### config.mk
export PLATFORM = sky130hd
export DESIGN_NAME = seg_scan_monitor_flat
export DESIGN_NICKNAME = d
export VERILOG_FILES = /design/src/rtl/seg_pkg.sv /design/src/rtl/seg_scan_monitor_if.sv /design/src/rtl/seg7_pattern_decode.sv /design/src/rtl/seg_scan_monitor.sv /design/src/flat_wrapper.sv
export SDC_FILE = /design/constraint.sdc
export NUM_CORES = 1
export LEC_CHECK = 0
export ABC_CLOCK_PERIOD_IN_PS = 3600
export BUFFER_PORTS_ARGS = -buffer_cell sky130_fd_sc_hd__buf_2
export CAP_MARGIN = 20
export CORE_UTILIZATION = 60
export CTS_BUF_LIST = sky130_fd_sc_hd__clkbuf_16
export DETAILED_ROUTE_END_ITERATION = 12
export GPL_TIMING_DRIVEN = 0
export MAX_ROUTING_LAYER = met4
export PLACE_DENSITY_LB_ADDON = 0.08
export REMOVE_ABC_BUFFERS = 1
export SLEW_MARGIN = 30
export SYNTH_ARGS = -nofsm -noshare
export SYNTH_HDL_FRONTEND = slang
export SYNTH_SLANG_ARGS = --single-unit
### constraint.sdc
create_clock -name clk -period 3.6 [get_ports clk]
set_input_delay 1.08 -clock clk [delete_from_list [all_inputs] [get_ports clk]]
set_output_delay 1.08 -clock clk [all_outputs]
set_load 0.05 [all_outputs]
### src/rtl/seg_pkg.sv
// Shared constants for the 7-segment scan monitor: segment patterns, digit codes, FSM states.
package seg_pkg;

  localparam logic [3:0] DIG_BLANK = 4'hE;
  localparam logic [3:0] DIG_ERR   = 4'hF;

  // Active-high {g,f,e,d,c,b,a}
  localparam logic [6:0] SEG_0     = 7'h3F;
  localparam logic [6:0] SEG_1     = 7'h06;
  localparam logic [6:0] SEG_2     = 7'h5B;
  localparam logic [6:0] SEG_3     = 7'h4F;
  localparam logic [6:0] SEG_4     = 7'h66;
  localparam logic [6:0] SEG_5     = 7'h6D;
  localparam logic [6:0] SEG_6     = 7'h7D;
  localparam logic [6:0] SEG_6_ALT = 7'h7C;
  localparam logic [6:0] SEG_7     = 7'h07;
  localparam logic [6:0] SEG_7_ALT = 7'h27;
  localparam logic [6:0] SEG_8     = 7'h7F;
  localparam logic [6:0] SEG_9     = 7'h6F;
  localparam logic [6:0] SEG_9_ALT = 7'h67;
  localparam logic [6:0] SEG_BLANK = 7'h00;

  typedef enum logic [1:0] {
    ST_IDLE,
    ST_SETTLE,
    ST_HOLD
  } scan_state_t;

  function automatic logic is_onehot4(input logic [3:0] v);
    return (v != 4'd0) && ((v & (v - 4'd1)) == 4'd0);
  endfunction

endpackage

### src/rtl/seg_scan_monitor_if.sv
// Multiplexed 7-segment scan bus: the display driver is master, the monitor only listens.
interface seg_scan_monitor_if;
  logic [6:0] seg_in;
  logic [3:0] an_in;

  modport master (output seg_in, output an_in);
  modport slave  (input  seg_in, input  an_in);
endinterface

### src/rtl/seg7_pattern_decode.sv
// Combinational decode of an active-high segment pattern back to a BCD/blank/error code.
module seg7_pattern_decode
  import seg_pkg::*;
(
  input  logic [6:0] pattern,
  output logic [3:0] code,
  output logic       err
);

  always_comb begin
    code = DIG_ERR;
    err  = 1'b0;
    case (pattern)
      SEG_0:                code = 4'd0;
      SEG_1:                code = 4'd1;
      SEG_2:                code = 4'd2;
      SEG_3:                code = 4'd3;
      SEG_4:                code = 4'd4;
      SEG_5:                code = 4'd5;
      SEG_6, SEG_6_ALT:     code = 4'd6;
      SEG_7, SEG_7_ALT:     code = 4'd7;
      SEG_8:                code = 4'd8;
      SEG_9, SEG_9_ALT:     code = 4'd9;
      SEG_BLANK:            code = DIG_BLANK;
      default: begin
        code = DIG_ERR;
        err  = 1'b1;
      end
    endcase
  end

endmodule

### src/rtl/seg_scan_monitor.sv
// Passive 7-segment scan receiver: synchronizes the bus, waits for each slot to settle,
// decodes it and rebuilds the displayed digits and the 2-digit value.
module seg_scan_monitor
  import seg_pkg::*;
#(
  parameter int SETTLE_CYCLES  = 1000,
  parameter int STALE_CYCLES   = 2_000_000,
  parameter int SEG_ACTIVE_LOW = 1,
  parameter int AN_ACTIVE_LOW  = 1
) (
  input  logic                clk,
  input  logic                rst_n,
  seg_scan_monitor_if.slave   bus,
  output logic [15:0]         digit_code,
  output logic [7:0]          value,
  output logic                value_valid,
  output logic                update_pulse,
  output logic                pattern_err,
  output logic [3:0]          stale
);

  localparam int SET_W = $clog2(SETTLE_CYCLES + 1);
  localparam int ST_W  = $clog2(STALE_CYCLES + 1);
  localparam logic [SET_W-1:0] SETTLE_LAST = SET_W'(SETTLE_CYCLES - 1);
  localparam logic [ST_W-1:0]  STALE_MAX   = ST_W'(STALE_CYCLES);
  localparam logic [ST_W-1:0]  STALE_LAST  = ST_W'(STALE_CYCLES - 1);

  logic [6:0]  seg_meta, seg_sync, seg_s;
  logic [3:0]  an_meta, an_sync, an_s;
  logic [10:0] bus_prev;
  logic        bus_changed, an_onehot;
  logic [1:0]  sel_idx;
  logic [SET_W-1:0] settle_cnt;
  logic [ST_W-1:0]  stale_cnt [4];
  logic [3:0]  dec_code;
  logic        dec_err;
  logic        capture;
  logic [15:0] digit_code_d;
  logic [3:0]  ones, tens, tens_val;
  logic        valid_now;
  logic [7:0]  value_calc;

  scan_state_t state, state_next;

  always_ff @(posedge clk or negedge rst_n) begin
    if (!rst_n) begin
      seg_meta <= '0;
      seg_sync <= '0;
      an_meta  <= '0;
      an_sync  <= '0;
      bus_prev <= '0;
    end else begin
      seg_meta <= bus.seg_in;
      seg_sync <= seg_meta;
      an_meta  <= bus.an_in;
      an_sync  <= an_meta;
      bus_prev <= {seg_s, an_s};
    end
  end

  assign seg_s       = (SEG_ACTIVE_LOW != 0) ? ~seg_sync : seg_sync;
  assign an_s        = (AN_ACTIVE_LOW != 0) ? ~an_sync : an_sync;
  assign bus_changed = ({seg_s, an_s} != bus_prev);
  assign an_onehot   = is_onehot4(an_s);

  always_comb begin
    sel_idx = 2'd0;
    for (int unsigned i = 0; i < 4; i++) begin
      if (an_s[i]) sel_idx = i[1:0];
    end
  end

  seg7_pattern_decode u_decode (
    .pattern (seg_s),
    .code    (dec_code),
    .err     (dec_err)
  );

  always_ff @(posedge clk or negedge rst_n) begin
    if (!rst_n) state <= ST_IDLE;
    else        state <= state_next;
  end

  always_comb begin
    state_next = state;
    case (state)
      ST_IDLE:   if (an_onehot) state_next = ST_SETTLE;
      ST_SETTLE: begin
        if (!an_onehot)                      state_next = ST_IDLE;
        else if (!bus_changed && settle_cnt == SETTLE_LAST) state_next = ST_HOLD;
      end
      ST_HOLD:   if (bus_changed) state_next = an_onehot ? ST_SETTLE : ST_IDLE;
      default:   state_next = ST_IDLE;
    endcase
  end

  always_comb begin
    capture = (state == ST_SETTLE) && an_onehot && !bus_changed && (settle_cnt == SETTLE_LAST);
  end

  always_ff @(posedge clk or negedge rst_n) begin
    if (!rst_n) begin
      settle_cnt <= '0;
    end else if (state != ST_SETTLE || bus_changed) begin
      settle_cnt <= '0;
    end else if (settle_cnt != SETTLE_LAST) begin
      settle_cnt <= settle_cnt + 1'b1;
    end
  end

  // A capture on a digit overrides that digit's stale saturation in the same cycle.
  always_ff @(posedge clk or negedge rst_n) begin
    if (!rst_n) begin
      digit_code  <= {4{DIG_BLANK}};
      stale       <= '1;
      pattern_err <= 1'b0;
      for (int unsigned i = 0; i < 4; i++) stale_cnt[i] <= '0;
    end else begin
      pattern_err <= capture && dec_err;
      for (int unsigned i = 0; i < 4; i++) begin
        if (capture && sel_idx == i[1:0]) begin
          digit_code[4*i +: 4] <= dec_code;
          stale[i]             <= 1'b0;
          stale_cnt[i]         <= '0;
        end else if (stale_cnt[i] != STALE_MAX) begin
          stale_cnt[i] <= stale_cnt[i] + 1'b1;
          if (stale_cnt[i] == STALE_LAST) begin
            stale[i]             <= 1'b1;
            digit_code[4*i +: 4] <= DIG_BLANK;
          end
        end
      end
    end
  end

  assign ones       = digit_code[3:0];
  assign tens       = digit_code[7:4];
  assign tens_val   = (tens == DIG_BLANK) ? 4'd0 : tens;
  assign valid_now  = (ones <= 4'd9) && ((tens <= 4'd9) || (tens == DIG_BLANK));
  assign value_calc = ({4'd0, tens_val} * 8'd10) + {4'd0, ones};

  always_ff @(posedge clk or negedge rst_n) begin
    if (!rst_n) begin
      digit_code_d <= {4{DIG_BLANK}};
      update_pulse <= 1'b0;
      value        <= '0;
      value_valid  <= 1'b0;
    end else begin
      digit_code_d <= digit_code;
      update_pulse <= (digit_code != digit_code_d);
      value_valid  <= valid_now;
      if (valid_now) value <= value_calc;
    end
  end

endmodule
### src/flat_wrapper.sv
// flat-port wrapper written by rule: the top's interface ports become plain ports
module seg_scan_monitor_flat import seg_pkg::*;
#(
  parameter int SETTLE_CYCLES  = 1000,
  parameter int STALE_CYCLES   = 2_000_000,
  parameter int SEG_ACTIVE_LOW = 1,
  parameter int AN_ACTIVE_LOW  = 1
)
  (clk, rst_n, digit_code, value, value_valid, update_pulse, pattern_err, stale, bus_seg_in, bus_an_in);
  seg_scan_monitor_if bus_i ();
  input  logic clk;
  input  logic rst_n;
  output logic [15:0] digit_code;
  output logic [7:0] value;
  output logic value_valid;
  output logic update_pulse;
  output logic pattern_err;
  output logic [3:0] stale;
  input wire logic [$bits(bus_i.seg_in)-1:0] bus_seg_in;
  input wire logic [$bits(bus_i.an_in)-1:0] bus_an_in;
  assign bus_i.seg_in = bus_seg_in;
  assign bus_i.an_in = bus_an_in;
  seg_scan_monitor #(.SETTLE_CYCLES(SETTLE_CYCLES), .STALE_CYCLES(STALE_CYCLES), .SEG_ACTIVE_LOW(SEG_ACTIVE_LOW), .AN_ACTIVE_LOW(AN_ACTIVE_LOW)) u_core (.clk(clk), .rst_n(rst_n), .bus(bus_i), .digit_code(digit_code), .value(value), .value_valid(value_valid), .update_pulse(update_pulse), .pattern_err(pattern_err), .stale(stale));
endmodule
Yosys cells after proc, flatten, opt, wreduce, memory -nomap -nowiden
Index checks and enable logic that the tools add are counted.

Register bits: 176. Bits of input ports: 13. Output and inout port bits: 31. Word-level logic and storage cells: 155.

$add $sub $neg: 7. $mul: 1. Order comparisons: 2. Equal/unequal tests: 35. Mux-type cells: 46. Bitwise logic cells: 3. Reductions and logical operators: 37.

Operators with widths (number): 21-bit 2-to-1 mux (8); 21-bit by 1-bit adder with 21-bit output (second input constant) (4); 21-bit == test (second input constant) (4); 21-bit != test (second input constant) (4); 7-bit == test (second input constant) (9); 4-bit 2-to-1 mux (13); 4-bit one-hot mux with 11 select lines (1); 10-bit 2-to-1 mux (2); 2-bit nonzero test (9); 16-bit != test (1); 1-bit 2-to-1 mux (15); 7-bit by 3-bit == test with 1-bit output (second input constant) (2); 7-bit by 6-bit == test with 1-bit output (second input constant) (2); 14-bit OR reduction (1); 2-bit 2-to-1 mux (6); 1-bit logical AND (11); 11-bit != test (1); 10-bit by 1-bit adder with 10-bit output (second input constant) (1); 10-bit == test (second input constant) (1); 10-bit != test (second input constant) (1); 8-bit by 4-bit adder with 8-bit output (1); 4-bit <= comparator (second input constant) (2); 2-bit AND reduction (4); 7-bit zero test (1); other kinds (18) (27).

Longest topological paths before layout
Gate-level depths: netlist of the first run.

Word-level depth: 11. Gate-level depth with buffers: 10. Depth with buffers taken out: 9.

By module
From an unflattened synthesis of the first run, not the netlist that was laid out.

Cell total of the unflattened synthesis: 810. Area total of the unflattened synthesis: 8469.4 um^2.

Modules (own cells, without submodules): seg_scan_monitor (instances 1, cells each 768, area an instance 8162.8 um^2, sequential area each 4439.3 um^2); seg7_pattern_decode (instances 1, cells each 42, area an instance 306.5 um^2, sequential area each 0.0 um^2).

Least setup slack after synthesis of the first run
OpenSTA, ideal clock, no wires.

Path kind: register to register. Start: register u_core.digit_code[7]. End: register u_core.value[7]. Setup time: 82 ps. Arrival: 2625 ps. Data required time: 3518 ps. Path slack: 893 ps. Stages on the path, launching flop included: 10. Path buffers: 1. Clock period less this slack: 2707 ps. Path through: dfstp_2 clkbuf_1 nand2_1 o21a_1 ha_1 ha_1 inv_1 fa_1 or3_1 a31oi_1.

Longest elaborated chain between the ends: 4. Elaborated cells between the ends (all ways): 7. Those cells by class: add/sub: 1; mul: 1; order compare: 1; eq/ne: 1; mux: 1; reduce/logical: 2.

RTL lines: start: declaration (line seg_scan_monitor.sv:14) `output logic [15:0] digit_code,`; start signal: assignment (line seg_scan_monitor.sv:114) `digit_code <= {4{DIG_BLANK}};`; start signal: indexed assignment (line seg_scan_monitor.sv:122) `digit_code[4*i +: 4] <= dec_code;`; 4-bit == test (line seg_scan_monitor.sv:138, seg_scan_monitor.sv:139); 4-bit 2-to-1 mux (line seg_scan_monitor.sv:138) `assign tens_val = (tens == DIG_BLANK) ? 4'd0 : tens;`; 4-bit by 3-bit multiplier with 7-bit output (line seg_scan_monitor.sv:140) `assign value_calc = ({4'd0, tens_val} * 8'd10) + {4'd0, ones};`; 8-bit by 4-bit adder with 8-bit output (line seg_scan_monitor.sv:140); end signal: assignment (line seg_scan_monitor.sv:152) `if (valid_now) value <= value_calc;`; end: declaration (line seg_scan_monitor.sv:15) `output logic [7:0] value,`.

Several ways; a longest one is shown, not always the timed one. A chain may end at the register's enable or synchronous reset.

Final worst setup path of the first run
Start: register u_core.settle_cnt[0]. End: register u_core.stale_cnt[29] (netlist bit).

Longest elaborated chain between the ends: 4. Elaborated cells between the ends (all ways): 5. Those cells by class: eq/ne: 1; mux: 1; reduce/logical: 3.

RTL lines: start: declaration (line seg_scan_monitor.sv:33) `logic [SET_W-1:0] settle_cnt;`; start signal: assignment (line seg_scan_monitor.sv:107) `settle_cnt <= settle_cnt + 1'b1;`; 10-bit == test * (line seg_scan_monitor.sv:98) `capture = (state == ST_SETTLE) && an_onehot && !bus_changed && (settle_cnt == SETTLE_LAST);`; 1-bit logical AND * (line seg_scan_monitor.sv:98); 1-bit logical AND * (line seg_scan_monitor.sv:121) `if (capture && sel_idx == i[1:0]) begin`; 21-bit 2-to-1 mux / 2-bit nonzero test (equally long branches); end signal: indexed assignment (line seg_scan_monitor.sv:126) `stale_cnt[i] <= stale_cnt[i] + 1'b1;`; end: declaration (line seg_scan_monitor.sv:34) `logic [ST_W-1:0] stale_cnt [4];`.

Mark *: on every way between the ends. The rest lies on a longest branch, timed or not.

==> out/metrics.csv, run 1 <==
stage,metric,value,unit
floorplanning,Placement Rows,42,
worst_setup_path,required arrival time at the worst endpoint,3920,ps
detailed_routing,via count,5715,
timing,final setup violation count,0,
place,pre-CTS setup slack,925,ps
yosys,Cells after Synth,793,
grt,antenna violations before repair,0,
worst_setup_path,delay of the slowest critical-path stage,540,ps
timing,achievable clock frequency,0.376,GHz
clock_network,total of hold buffers inserted after clock tree synthesis,0,
timing,Fin. Hold Viols,0,
clock_network,Inserted Clock Buffers,17,
worst_setup_path,Crit. End Element,flip-flop,
clock_network,"buffers from clock root to sink, at most",2,
clock_network,clock latency of the later-clocked register in the worst-skew pair,440,ps
clock_network,count of clock tree sinks,176,
clock_network,clock root buffer master,sky130_fd_sc_hd__clkbuf_16,
floorplanning,initial core utilization,62.6,%
power,overall power after layout,3810,uW
timing,setup repair after global routing missed its margin,no,
detailed_routing,post-DR wirelength/cell,15.4,um
detailed_routing,violation count after the first detailed-route iteration,294,
clock_network,setup bufs post-CTS,0,
layout,Total Nets Final,862,
grt,GR Overflow Total,0,
timing,Max Slew Vio Count,0,
yosys,average footprint of a synthesized cell,10.6,um2
floorplanning,floorplan die area,0.0145,mm2
timing,Worst slew margin,38.1,%
layout,Antenna diodes,0,
worst_setup_path,type of the worst setup path,flip-flop to flip-flop,
detailed_routing,average via count per standard cell,5.60,
floorplanning,count of pins on the block boundary,44,
layout,layout cell share with drive strength beyond 1,15.5,%
timing,final worst path period share,73.9,%
flow_run,Max-cap violations,0,
power,total power divided by cell area,408,mW/mm2
worst_setup_path,CP max stage cell,sky130_fd_sc_hd__a311o_1,
clock_network,CTS tree,built,
timing,final worst-path setup slack,940,ps
power,Peak VDD IR,0.331,mV
detailed_routing,number of optimization iterations in the first detailed-route pass,5,
worst_setup_path,"Largest delay share family, worst path",simple AND/OR/NAND/NOR gates,
grt,number of global-route vias before repair,5699,
yosys,fraction of the yosys area taken by sequential cells,52.7,%
place,routability cong.,0.855,
timing,time the worst path needs with I/O delays and setup,2660,ps
timing,actual slew at the worst max-slew pin,919,ps
yosys,"EDFF count, synth",0,
clock_network,count of instances resized after the clock tree is built,0,
floorplanning,die boundary height,120,um
yosys,Unique masters post-synth,61,
worst_setup_path,"critical path, cell by cell",ha_1 -> and2_1 -> nand4bb_1 -> a311o_1 -> nor4_4 -> buf_6 -> buf_6 -> nor2_1,
timing,Worst Hold Margin,348,ps
grt,maximum number of pins on one net before global-route repair,91,
detailed_routing,DRT antenna net count,0,
clock_network,clock transition at the registers of the reported paths,70,ps
worst_setup_path,Worst EP arrival,2980,ps
worst_setup_path,Startpoint Class,flip-flop,
place,IO Port Bufs,43,
floorplanning,width of the die,120,um
worst_hold_path,worst min-delay path category,flip-flop to flip-flop,
clock_network,H-Tree Depth,4,
worst_setup_path,Most Frequent Cell on Critical Path,sky130_fd_sc_hd__buf_6,
grt,first-pass GRT wire length,26.8,mm
place,sum of net half-perimeters after detailed placement,10.8,mm
worst_setup_path,top fanout value on the critical path,11,
yosys,synthesis warning total,0,
run_status,outcome,completed,
yosys,post-synthesis async set-or-reset flop share,100,%
layout,post-synthesis to final-layout area growth,10.9,%
yosys,netlist area before placement,0.00842,mm2
yosys,most used flip-flop cell after synthesis,sky130_fd_sc_hd__dfrtp_1,
timing,final setup skew,12.8,ps
grt,total routing resource utilization after global routing,24.3,%
worst_setup_path,Crit path buffers/inverters,2,
floorplanning,standard cell core area,0.0135,mm2
detailed_routing,Total Wirelength,15.8,mm
yosys,number of synthesized register bits,176,
power,leakage power summed over all cells,0.00427,uW
detailed_routing,post-route DRC violation count,0,
[path summary, 6_finish.rpt]
path | from | to | slack, ps | depth (start not counted)
max reg2reg | u_core.settle_cnt[0] | u_core.stale_cnt[29] | 940 | 8
min in group asynchronous | rst_n | u_core.settle_cnt[0] | 630 | 1
max | u_core.settle_cnt[0] | u_core.stale_cnt[29] | 940 | 8
max in group asynchronous | rst_n | u_core.stale[2] | 2110 | 2
min reg2reg | u_core.seg_meta[4] | u_core.seg_sync[4] | 350 | 0
min | u_core.seg_meta[4] | u_core.seg_sync[4] | 350 | 0
[Yosys cell counts, types with 3 or more instances]
cell type	number	share of area (%)
sky130_fd_sc_hd__a211oi_1	3	0.27
sky130_fd_sc_hd__a21oi_1	10	0.59
sky130_fd_sc_hd__and2_1	5	0.37
sky130_fd_sc_hd__and3_1	14	1.0
sky130_fd_sc_hd__and4_1	10	1.0
sky130_fd_sc_hd__buf_2	11	0.65
sky130_fd_sc_hd__buf_4	6	0.54
sky130_fd_sc_hd__buf_6	3	0.40
sky130_fd_sc_hd__clkbuf_1	10	0.45
sky130_fd_sc_hd__dfrtp_1	148	44
sky130_fd_sc_hd__dfstp_2	28	8.7
sky130_fd_sc_hd__ha_1	15	2.2
sky130_fd_sc_hd__inv_1	30	1.3
sky130_fd_sc_hd__mux2_2	5	0.67
sky130_fd_sc_hd__mux2i_1	21	2.5
sky130_fd_sc_hd__nand2_1	35	1.6
sky130_fd_sc_hd__nand2b_1	9	0.67
sky130_fd_sc_hd__nand3_1	36	2.1
sky130_fd_sc_hd__nand3b_1	3	0.27
sky130_fd_sc_hd__nand4_1	26	1.9
sky130_fd_sc_hd__nor2_1	141	6.3
sky130_fd_sc_hd__nor3_1	21	1.2
sky130_fd_sc_hd__nor3_4	3	0.58
sky130_fd_sc_hd__nor3b_1	6	0.54
sky130_fd_sc_hd__nor4_1	10	0.74
sky130_fd_sc_hd__o21ai_0	8	0.48
sky130_fd_sc_hd__or2_2	5	0.37
sky130_fd_sc_hd__or4_1	5	0.45
sky130_fd_sc_hd__or4b_1	3	0.36
sky130_fd_sc_hd__xnor2_1	55	5.7
sky130_fd_sc_hd__xor2_1	66	6.9
[layout by cell type (no fill, tap or decap), types with 3 or more instances in the layout]
cell type and n:
sky130_fd_sc_hd__and4_1 10, sky130_fd_sc_hd__nor3_1 21, sky130_fd_sc_hd__clkinv_4 3, sky130_fd_sc_hd__dfstp_2 28
sky130_fd_sc_hd__a21oi_1 10, sky130_fd_sc_hd__ha_1 15, sky130_fd_sc_hd__nand2_1 35, sky130_fd_sc_hd__or4b_1 3
sky130_fd_sc_hd__xnor2_1 55, sky130_fd_sc_hd__buf_2 42, sky130_fd_sc_hd__or4_1 5, sky130_fd_sc_hd__buf_8 3
sky130_fd_sc_hd__nor3_4 3, sky130_fd_sc_hd__a211oi_1 3, sky130_fd_sc_hd__and2_1 5, sky130_fd_sc_hd__nand3b_1 3
sky130_fd_sc_hd__mux2i_1 21, sky130_fd_sc_hd__clkbuf_16 18, sky130_fd_sc_hd__clkinv_2 3, sky130_fd_sc_hd__nand2b_1 9
sky130_fd_sc_hd__nor3b_1 6, sky130_fd_sc_hd__and3_1 14, sky130_fd_sc_hd__nor2_1 141, sky130_fd_sc_hd__xor2_1 66
sky130_fd_sc_hd__o21ai_0 8, sky130_fd_sc_hd__buf_6 4, sky130_fd_sc_hd__or2_2 5, sky130_fd_sc_hd__nor4_1 10
sky130_fd_sc_hd__nand4_1 26, sky130_fd_sc_hd__inv_1 31, sky130_fd_sc_hd__dfrtp_1 148, sky130_fd_sc_hd__nand3_1 36
sky130_fd_sc_hd__mux2_2 5
[flip-flops by register name, indices dropped and copies added (netlist names)]
signal / count
u_core.stale: 4
u_core.digit_code: 16
u_core.digit_code_d: 16
u_core.seg_meta: 7
u_core.value: 8
u_core.bus_prev: 11
u_core.an_sync: 4
u_core.seg_sync: 7
u_core.stale_cnt: 84
u_core.update_pulse: 1
u_core.value_valid: 1
u_core.state: 2
u_core.pattern_err: 1
u_core.settle_cnt: 10
u_core.an_meta: 4
[power by group]
group          internal [uW]  switching, uW
Clock                    919            773
Sequential              2000           22.7
Combinational           29.5           65.3
Total                   2950            861
[per-stage QoR]
stage	utilization, %	setup TNS (ps)	cells	cell area [um2]
2_1_floorplan	-	0	763	8250
3_3_place_gp	64.5	-164940	982	8680
3_5_place_dp	65.4	0	989	8790
4_1_cts	69.4	0	1021	9340
5_1_grt	69.4	0	1021	9340
6_report	69.4	0	1021	9340
[worst reg2reg max path, cell delays in order, from the launching register on]
cell and delay, ps:
sky130_fd_sc_hd__dfrtp_1 390, sky130_fd_sc_hd__ha_1 200, sky130_fd_sc_hd__and2_1 200, sky130_fd_sc_hd__nand4bb_1 310, sky130_fd_sc_hd__a311o_1 540, sky130_fd_sc_hd__nor4_4 470, sky130_fd_sc_hd__buf_6 230, sky130_fd_sc_hd__buf_6 160
sky130_fd_sc_hd__nor2_1 60
[kinds of logic (layout without fill, tap and decap cells)]
group	after synthesis	after routing	share of synthesized area, %
and+or+nand+nor	354	354	22.4
buffers and inverters	60	112	3.37
AOI/OAI and AO/OA	39	39	3.05
DFF	176	176	52.7
muxes	26	26	3.17
xor gates and xnor gates	121	121	12.6
adders and majority gates	17	17	2.71
[area by class of cell]
cell class / count / area [um2]
inverters: 30 / 113
well taps: 176 / 220
clock buffers: 18 / 450
repair buffers: 50 / 328
multi-input cells: 557 / 3690
flip-flops and latches: 176 / 4440
fillers: 1040 / 4120
clock inverters: 14 / 90.1
[per-layer routing]
layer	GRT usage, %	vias up	routed length, um
met2	38.8	89	7890
met4	10.6	0	331
li1	-	2768	-
met5	-	-	0
met1	30.5	2832	7050
met3	4.76	26	481
Power figures use the tool's default switching activity.
==> run 2, diff against run 1 <==
Settings changed: ABC_AREA set to 1, ABC_CLOCK_PERIOD_IN_PS 3600 to 2770.
Clock period 3.6 ns to 2.77 ns, I/O delays scaled along.
==> run 2 against run 1 <==
Effect of this change: cell area increased by 8.2%; register-to-register slack got worse by 650 ps; count of clock-buffer cells in the layout decreased by 1; largest cell class unchanged.
==> out/metrics.csv, run 2 <==
stage,metric,value,unit,change
run_status,outcome,completed,,unchanged
layout,most flop-heavy register,u_core.stale_cnt,,unchanged
timing,Worst slew margin,37.9,%,was 38.1%
clock_network,count of clock tree sinks,176,,unchanged
yosys,post-synthesis async set-or-reset flop share,100,%,unchanged
timing,time the worst path needs with I/O delays and setup,2480,ps,was 2660 ps
floorplanning,initial core utilization,62.1,%,was 62.6%
grt,total routing resource utilization after global routing,26.8,%,was 24.3%
yosys,Unique masters post-synth,32,,was 61
detailed_routing,post-DR wirelength/cell,13.5,um,was 15.4 um
yosys,number of synthesized register bits,176,,unchanged
layout,sequential cell area,0.00444,mm2,unchanged
yosys,most used flip-flop cell after synthesis,sky130_fd_sc_hd__dfrtp_1,,unchanged
timing,final worst path period share,89.4,%,was 73.9%
floorplanning,width of the die,125,um,was 120 um
worst_setup_path,R2R cell count,13,,was 8
clock_network,clock root buffer master,sky130_fd_sc_hd__clkbuf_16,,unchanged
layout,"commonest cells after routing, fill and taps aside","sky130_fd_sc_hd__nand2_1, sky130_fd_sc_hd__nor2_1, sky130_fd_sc_hd__inv_1, sky130_fd_sc_hd__dfrtp_1, sky130_fd_sc_hd__nand3_1",,"was sky130_fd_sc_hd__dfrtp_1, sky130_fd_sc_hd__nor2_1, sky130_fd_sc_hd__xor2_1, sky130_fd_sc_hd__xnor2_1, sky130_fd_sc_hd__buf_2"
power,total power divided by cell area,503,mW/mm2,was 408 mW/mm2
yosys,Synth area leaders,"sky130_fd_sc_hd__dfrtp_1, sky130_fd_sc_hd__nand2_1, sky130_fd_sc_hd__dfstp_2",,"was sky130_fd_sc_hd__dfrtp_1, sky130_fd_sc_hd__dfstp_2, sky130_fd_sc_hd__xor2_1"
yosys,Cells after Synth,1142,,was 793
floorplanning,Placement Rows,44,,was 42
detailed_routing,DRT antenna net count,0,,unchanged
worst_setup_path,top fanout value on the critical path,7,,was 11
detailed_routing,Total Wirelength,18.8,mm,was 15.8 mm
clock_network,CTS tree,built,,unchanged
yosys,Yosys top cell area share,40.7,%,was 44.0%
timing,final setup violation count,0,,unchanged
timing,achievable clock frequency,0.404,GHz,was 0.376 GHz
yosys,fraction of the yosys area taken by sequential cells,48.8,%,was 52.7%
grt,first-pass GRT wire length,32.8,mm,was 26.8 mm
power,leakage power summed over all cells,0.00489,uW,was 0.00427 uW
yosys,synthesis warning total,0,,unchanged
layout,Antenna diodes,0,,unchanged
place,sum of net half-perimeters after detailed placement,13.4,mm,was 10.8 mm
worst_setup_path,startpoint of the most critical register-to-register path,u_core.digit_code[4],,was u_core.settle_cnt[0]
grt,GR Overflow Total,0,,unchanged
place,area of placed instances,0.00952,mm2,was 0.00879 mm2
flow_run,Max-cap violations,0,,unchanged
clock_network,H-Tree Depth,4,,unchanged
layout,"most common cell after layout, fill and taps aside",sky130_fd_sc_hd__nand2_1,,was sky130_fd_sc_hd__dfrtp_1
worst_setup_path,required arrival time at the worst endpoint,3080,ps,was 3920 ps
yosys,library cell with the highest instance count after synthesis,sky130_fd_sc_hd__nand2_1,,was sky130_fd_sc_hd__dfrtp_1
worst_setup_path,Worst EP arrival,2790,ps,was 2980 ps
detailed_routing,average via count per standard cell,5.34,,was 5.60
layout,post-synthesis to final-layout area growth,11.1,%,was 10.9%
floorplanning,count of pins on the block boundary,44,,unchanged
worst_setup_path,Crit. Startpoint,u_core.digit_code[4],,was u_core.settle_cnt[0]
floorplanning,standard cell core area,0.0146,mm2,was 0.0135 mm2
worst_setup_path,Startpoint Class,flip-flop,,unchanged
clock_network,clock transition at the registers of the reported paths,60,ps,was 70 ps
yosys,biggest area consumer among synthesized cells,sky130_fd_sc_hd__dfrtp_1,,unchanged
floorplanning,floorplan die area,0.0157,mm2,was 0.0145 mm2
worst_setup_path,Crit. End Element,flip-flop,,unchanged
layout,Total Nets Final,1228,,was 862
layout,area taken by multi-input logic gates,0.00403,mm2,was 0.00369 mm2
detailed_routing,number of optimization iterations in the first detailed-route pass,7,,was 5
layout,number of flip-flops under the largest register name,84,,unchanged
worst_setup_path,reg2reg setup slack,290,ps,was 940 ps
yosys,"EDFF count, synth",0,,unchanged
yosys,most frequent cells after synthesis,"sky130_fd_sc_hd__nand2_1, sky130_fd_sc_hd__nor2_1, sky130_fd_sc_hd__dfrtp_1",,"was sky130_fd_sc_hd__dfrtp_1, sky130_fd_sc_hd__nor2_1, sky130_fd_sc_hd__xor2_1"
timing,setup repair after global routing missed its margin,no,,unchanged
layout,final design area excluding fillers,0.0101,mm2,was 0.00934 mm2
layout,filler instances,1255,,was 1040
layout,Regs by FF count,"u_core.stale_cnt (84), u_core.digit_code (16), u_core.digit_code_d (16)",,unchanged
clock_network,Inserted Clock Buffers,17,,unchanged
yosys,average footprint of a synthesized cell,7.96,um2,was 10.6 um2
clock_network,"buffers from clock root to sink, at most",2,,unchanged
layout,layout cell share with drive strength beyond 1,10.8,%,was 15.5%
grt,maximum number of pins on one net before global-route repair,91,,unchanged
place,pre-CTS setup slack,271,ps,was 925 ps
timing,Fin. Hold Viols,0,,unchanged
timing,summed negative setup slack over all endpoints,0,ps,unchanged
clock_network,clock latency of the later-clocked register in the worst-skew pair,430,ps,was 440 ps
yosys,netlist area before placement,0.00909,mm2,was 0.00842 mm2
power,Peak VDD IR,0.449,mV,was 0.331 mV
timing,final worst-path setup slack,293,ps,was 940 ps
detailed_routing,via count,7454,,was 5715
timing,actual slew at the worst max-slew pin,929,ps,was 919 ps
worst_hold_path,worst min-delay path category,flip-flop to flip-flop,,unchanged
timing,Max Slew Vio Count,0,,unchanged
grt,number of global-route vias before repair,7072,,was 5699
floorplanning,die boundary height,125,um,was 120 um
detailed_routing,post-route DRC violation count,0,,unchanged
worst_setup_path,type of the worst setup path,flip-flop to flip-flop,,unchanged
timing,final setup skew,10.1,ps,was 12.8 ps
place,IO Port Bufs,43,,unchanged
worst_setup_path,capturing element of the worst setup path,u_core.value[7],,was u_core.stale_cnt[29]
detailed_routing,violation count after the first detailed-route iteration,477,,was 294
place,routability cong.,0.925,,was 0.855
worst_setup_path,RR Endpoint,u_core.value[7],,was u_core.stale_cnt[29]
grt,antenna violations before repair,0,,unchanged
[run 2: layout make-up]
| type | instances | share of cell area (%) |
|---|---|---|
| Tap cell | 184 | 2.28 |
| Timing Repair Buffer | 46 | 2.65 |
| Sequential cell | 176 | 44.0 |
| Multi-Input combinational cell | 804 | 39.9 |
| Clock buffer | 17 | 4.21 |
| Inverter | 153 | 5.69 |
| Clock inverter | 15 | 1.26 |
[run 2: metrics by stage]
stage | util (%) | power, uW | hold slack, ps | instances
floorplan | - | 2780 | 331 | 1133
global placement | 64.7 | 2860 | 332 | 1360
detailed placement | 65.0 | 2870 | 335 | 1361
CTS | 68.8 | 5130 | 348 | 1393
global route | 69.0 | 5250 | 356 | 1395
finish | 69.0 | 5080 | 347 | 1395
[run 2: cell families after synthesis]
logic type,after synthesis,synth area share (%)
fa+ha+maj,17,2.50
xor+xnor,61,5.88
compound gates,63,3.52
flops,176,48.8
buf+inv,162,6.99
simple gates,663,32.3
[run 2: worst min path at each step]
| stage | from | to | slack [ps] | cells after the start |
|---|---|---|---|---|
| 2_1_floorplan | u_core.an_meta[0] | u_core.an_sync[0] | 330 | 0 |
| 3_3_place_gp | u_core.an_meta[3] | u_core.an_sync[3] | 330 | 0 |
| 3_5_place_dp | u_core.an_meta[0] | u_core.an_sync[0] | 330 | 0 |
| 4_1_cts | u_core.an_meta[0] | u_core.an_sync[0] | 350 | 0 |
| 5_1_grt | u_core.an_meta[2] | u_core.an_sync[2] | 360 | 0 |
| 6_report | u_core.an_meta[0] | u_core.an_sync[0] | 350 | 0 |
[run 2: layer usage]
metal | routed length [um] | vias to the layer above | part of all wire, % | global-route usage (%)
met5 | 0 | - | 0 | -
met2 | 8760 | 143 | 47 | 42.4
met3 | 654 | 21 | 3.5 | 4.92
li1 | - | 3774 | - | -
met4 | 223 | 0 | 1.2 | 7.25
met1 | 9140 | 3516 | 49 | 35.8
[run 2: repair_timing]
item,in CTS,in global routing
buffers inserted,0,2
setup endpoints to repair,0,1
hold buffers,0,0
resized for setup,0,3
[run 2: critical path: stages, from the launching register on]
cell and delay, ps:
sky130_fd_sc_hd__dfrtp_1 510, sky130_fd_sc_hd__nor2_1 110, sky130_fd_sc_hd__nand3_1 110, sky130_fd_sc_hd__inv_1 70
sky130_fd_sc_hd__nor2_1 230, sky130_fd_sc_hd__nor2_1 70, sky130_fd_sc_hd__nor2_1 100, sky130_fd_sc_hd__ha_1 170
sky130_fd_sc_hd__inv_1 50, sky130_fd_sc_hd__fa_1 420, sky130_fd_sc_hd__xor2_2 250, sky130_fd_sc_hd__nand3_1 110
sky130_fd_sc_hd__nand3_1 110, sky130_fd_sc_hd__nand2_1 50
[run 2: where the power goes]
group	internal (uW)	switching [uW]	total, uW
Sequential	2600	22.1	2630
Combinational	52.1	147	199
Clock	1300	956	2260
==> run 3, diff against run 2 <==
Settings changed: CORE_UTILIZATION 60 to 36.
==> run 3 against run 2 <==
Effect of this change: register-to-register slack improved by 20 ps; power grew 4.4%; critical path depth is 1 higher; cell area up 2.5%; sequential power about the same; count of clock-buffer cells in the layout unchanged; flip-flop and latch count did not move; routed wire length up 8.1%; sequential share of layout area decreased by 1.1 points; first-iteration DRC count fell by 23%; combinational power grew 2%; critical endpoint unchanged.
==> out/metrics.csv, run 3 (synthesis results as in run 2) <==
stage,metric,value,unit,change
run_status,outcome,completed,,unchanged
detailed_routing,post-route DRC violation count,0,,unchanged
timing,time the worst path needs with I/O delays and setup,2460,ps,was 2480 ps
layout,"commonest cells after routing, fill and taps aside","sky130_fd_sc_hd__nand2_1, sky130_fd_sc_hd__nor2_1, sky130_fd_sc_hd__inv_1, sky130_fd_sc_hd__dfrtp_1, sky130_fd_sc_hd__nand3_1",,unchanged
floorplanning,count of pins on the block boundary,44,,unchanged
timing,achievable clock frequency,0.407,GHz,was 0.404 GHz
detailed_routing,average via count per standard cell,4.75,,was 5.34
worst_setup_path,top fanout value on the critical path,5,,was 7
clock_network,clock root buffer master,sky130_fd_sc_hd__clkbuf_16,,unchanged
grt,first-pass GRT wire length,35.1,mm,was 32.8 mm
layout,Antenna diodes,0,,unchanged
worst_setup_path,type of the worst setup path,flip-flop to flip-flop,,unchanged
grt,met3 Usage GRT,3.07,%,was 4.92%
power,total power divided by cell area,513,mW/mm2,was 503 mW/mm2
power,leakage power summed over all cells,0.00493,uW,was 0.00489 uW
grt,maximum number of pins on one net before global-route repair,81,,was 91
floorplanning,initial core utilization,37.1,%,was 62.1%
grt,antenna violations before repair,0,,unchanged
grt,GR Overflow Total,0,,unchanged
detailed_routing,Total Wirelength,20.3,mm,was 18.8 mm
layout,"most common cell after layout, fill and taps aside",sky130_fd_sc_hd__nand2_1,,unchanged
power,Peak VDD IR,0.389,mV,was 0.449 mV
layout,number of flip-flops under the largest register name,84,,unchanged
worst_setup_path,required arrival time at the worst endpoint,3140,ps,was 3080 ps
detailed_routing,DRT antenna net count,0,,unchanged
detailed_routing,via count,7306,,was 7454
detailed_routing,violation count after the first detailed-route iteration,366,,was 477
floorplanning,width of the die,161,um,was 125 um
grt,number of global-route vias before repair,7112,,was 7072
layout,layout cell share with drive strength beyond 1,11.6,%,was 10.8%
flow_run,Max-cap violations,0,,unchanged
floorplanning,floorplan die area,0.0259,mm2,was 0.0157 mm2
place,sum of net half-perimeters after detailed placement,14.8,mm,was 13.4 mm
worst_setup_path,Crit. End Element,flip-flop,,unchanged
place,area of placed instances,0.00972,mm2,was 0.00952 mm2
timing,final setup skew,21.0,ps,was 10.1 ps
layout,Regs by FF count,"u_core.stale_cnt (84), u_core.digit_code (16), u_core.digit_code_d (16)",,unchanged
floorplanning,die boundary height,161,um,was 125 um
clock_network,clock transition at the registers of the reported paths,80,ps,was 60 ps
clock_network,total of hold buffers inserted after clock tree synthesis,0,,unchanged
timing,final worst path period share,88.7,%,was 89.4%
grt,met1 usage in global routing,23.3,%,was 35.8%
timing,actual slew at the worst max-slew pin,639,ps,was 929 ps
detailed_routing,post-DR wirelength/cell,13.2,um,was 13.5 um
clock_network,H-Tree Depth,4,,unchanged
layout,most flop-heavy register,u_core.stale_cnt,,unchanged
grt,most heavily used metal layer in global routing,met2,,unchanged
worst_setup_path,Startpoint Class,flip-flop,,unchanged
worst_setup_path,Worst EP arrival,2830,ps,was 2790 ps
worst_setup_path,R2R cell count,14,,was 13
timing,summed negative setup slack over all endpoints,0,ps,unchanged
layout,Total Nets Final,1230,,was 1228
clock_network,Inserted Clock Buffers,17,,unchanged
floorplanning,Placement Rows,57,,was 44
timing,Worst slew margin,57.0,%,was 37.9%
detailed_routing,number of optimization iterations in the first detailed-route pass,5,,was 7
clock_network,count of clock tree sinks,176,,unchanged
clock_network,CTS tree,built,,unchanged
timing,Worst Hold Margin,240,ps,was 347 ps
layout,final design area excluding fillers,0.0103,mm2,was 0.0101 mm2
place,routability cong.,0.863,,was 0.925
clock_network,clock latency of the later-clocked register in the worst-skew pair,440,ps,was 430 ps
timing,Max Slew Vio Count,0,,unchanged
grt,total routing resource utilization after global routing,17.2,%,was 26.8%
timing,Fin. Hold Viols,0,,unchanged
clock_network,"buffers from clock root to sink, at most",2,,unchanged
place,IO Port Bufs,43,,unchanged
layout,post-layout utilization of the core,42.2,%,was 69.0%
worst_hold_path,worst min-delay path category,input pin to async pin,,was flip-flop to flip-flop
grt,global routing usage on met2,26.5,%,was 42.4%
floorplanning,standard cell core area,0.0245,mm2,was 0.0146 mm2
layout,post-synthesis to final-layout area growth,13.8,%,was 11.1%
timing,final setup violation count,0,,unchanged
==> run 3: cell types whose count changed in the layout (fill, tap and decap cells not counted), sizes merged <==
cell / delta
inv: +8
clkinv: -6
buf: +2
clkinvlp: -2
==> run 3: layer usage <==
layer  part of all wire, %  vias up
met4                   1.3        0
met1                    50     3412
met2                    45      101
met3                   2.8       16
li1                      -     3777
met5                     0        -
==> run 3: path summary, 6_finish.rpt <==
kind,to,slack [ps],from
hold reg to reg,u_core.an_sync[2],350,u_core.an_meta[2]
setup / recovery,u_core.value[7],310,u_core.digit_code[6]
max in group asynchronous,u_core.digit_code[9],1790,rst_n
hold / removal,u_core.stale_cnt[53],240,rst_n
min in group clk,u_core.an_sync[2],350,u_core.an_meta[2]
setup reg to reg,u_core.value[7],310,u_core.digit_code[6]
==> run 3: layout make-up <==
class / count / area [um2]
inverters: 153 / 574
clock inverters: 15 / 169
well taps: 324 / 405
flip-flops and latches: 176 / 4440
clock buffers: 17 / 425
multi-input cells: 804 / 4030
repair buffers: 48 / 303
fillers: 2521 / 14200
==> run 3: timing repair <==
item | 4_1_cts | 5_1_grt
setup buffers | 0 | 3
setup endpoints to repair | 0 | 1
gates resized for setup | 0 | 5
==> run 3: power breakdown <==
| group | switching (uW) | internal [uW] |
|---|---|---|
| sequential | 20.9 | 2600 |
| combinational | 147 | 56.1 |
| clock | 1120 | 1360 |
==> run 3: stage by stage <==
step | power [uW] | worst slack [ps] | std cells
floorplan | 2780 | 258 | 1133
global placement | 2870 | -2090 | 1500
detailed placement | 2880 | 230 | 1502
CTS | 5390 | 211 | 1534
global route | 5520 | -0.801 | 1537
finish | 5310 | 313 | 1537
==> run 3: worst max-delay path: stages, from the launching register on <==
cell                      delay [ps]
sky130_fd_sc_hd__dfstp_2         570
sky130_fd_sc_hd__inv_1            60
sky130_fd_sc_hd__nor2_1          120
sky130_fd_sc_hd__nand3_1         120
sky130_fd_sc_hd__inv_1            90
sky130_fd_sc_hd__nor2_1           70
sky130_fd_sc_hd__ha_1            180
sky130_fd_sc_hd__ha_1            190
sky130_fd_sc_hd__inv_1            70
sky130_fd_sc_hd__fa_2            470
sky130_fd_sc_hd__nor2_2          150
sky130_fd_sc_hd__nand2_1          70
sky130_fd_sc_hd__o21ai_1         110
sky130_fd_sc_hd__nand3_1          80
sky130_fd_sc_hd__nand2_1          60
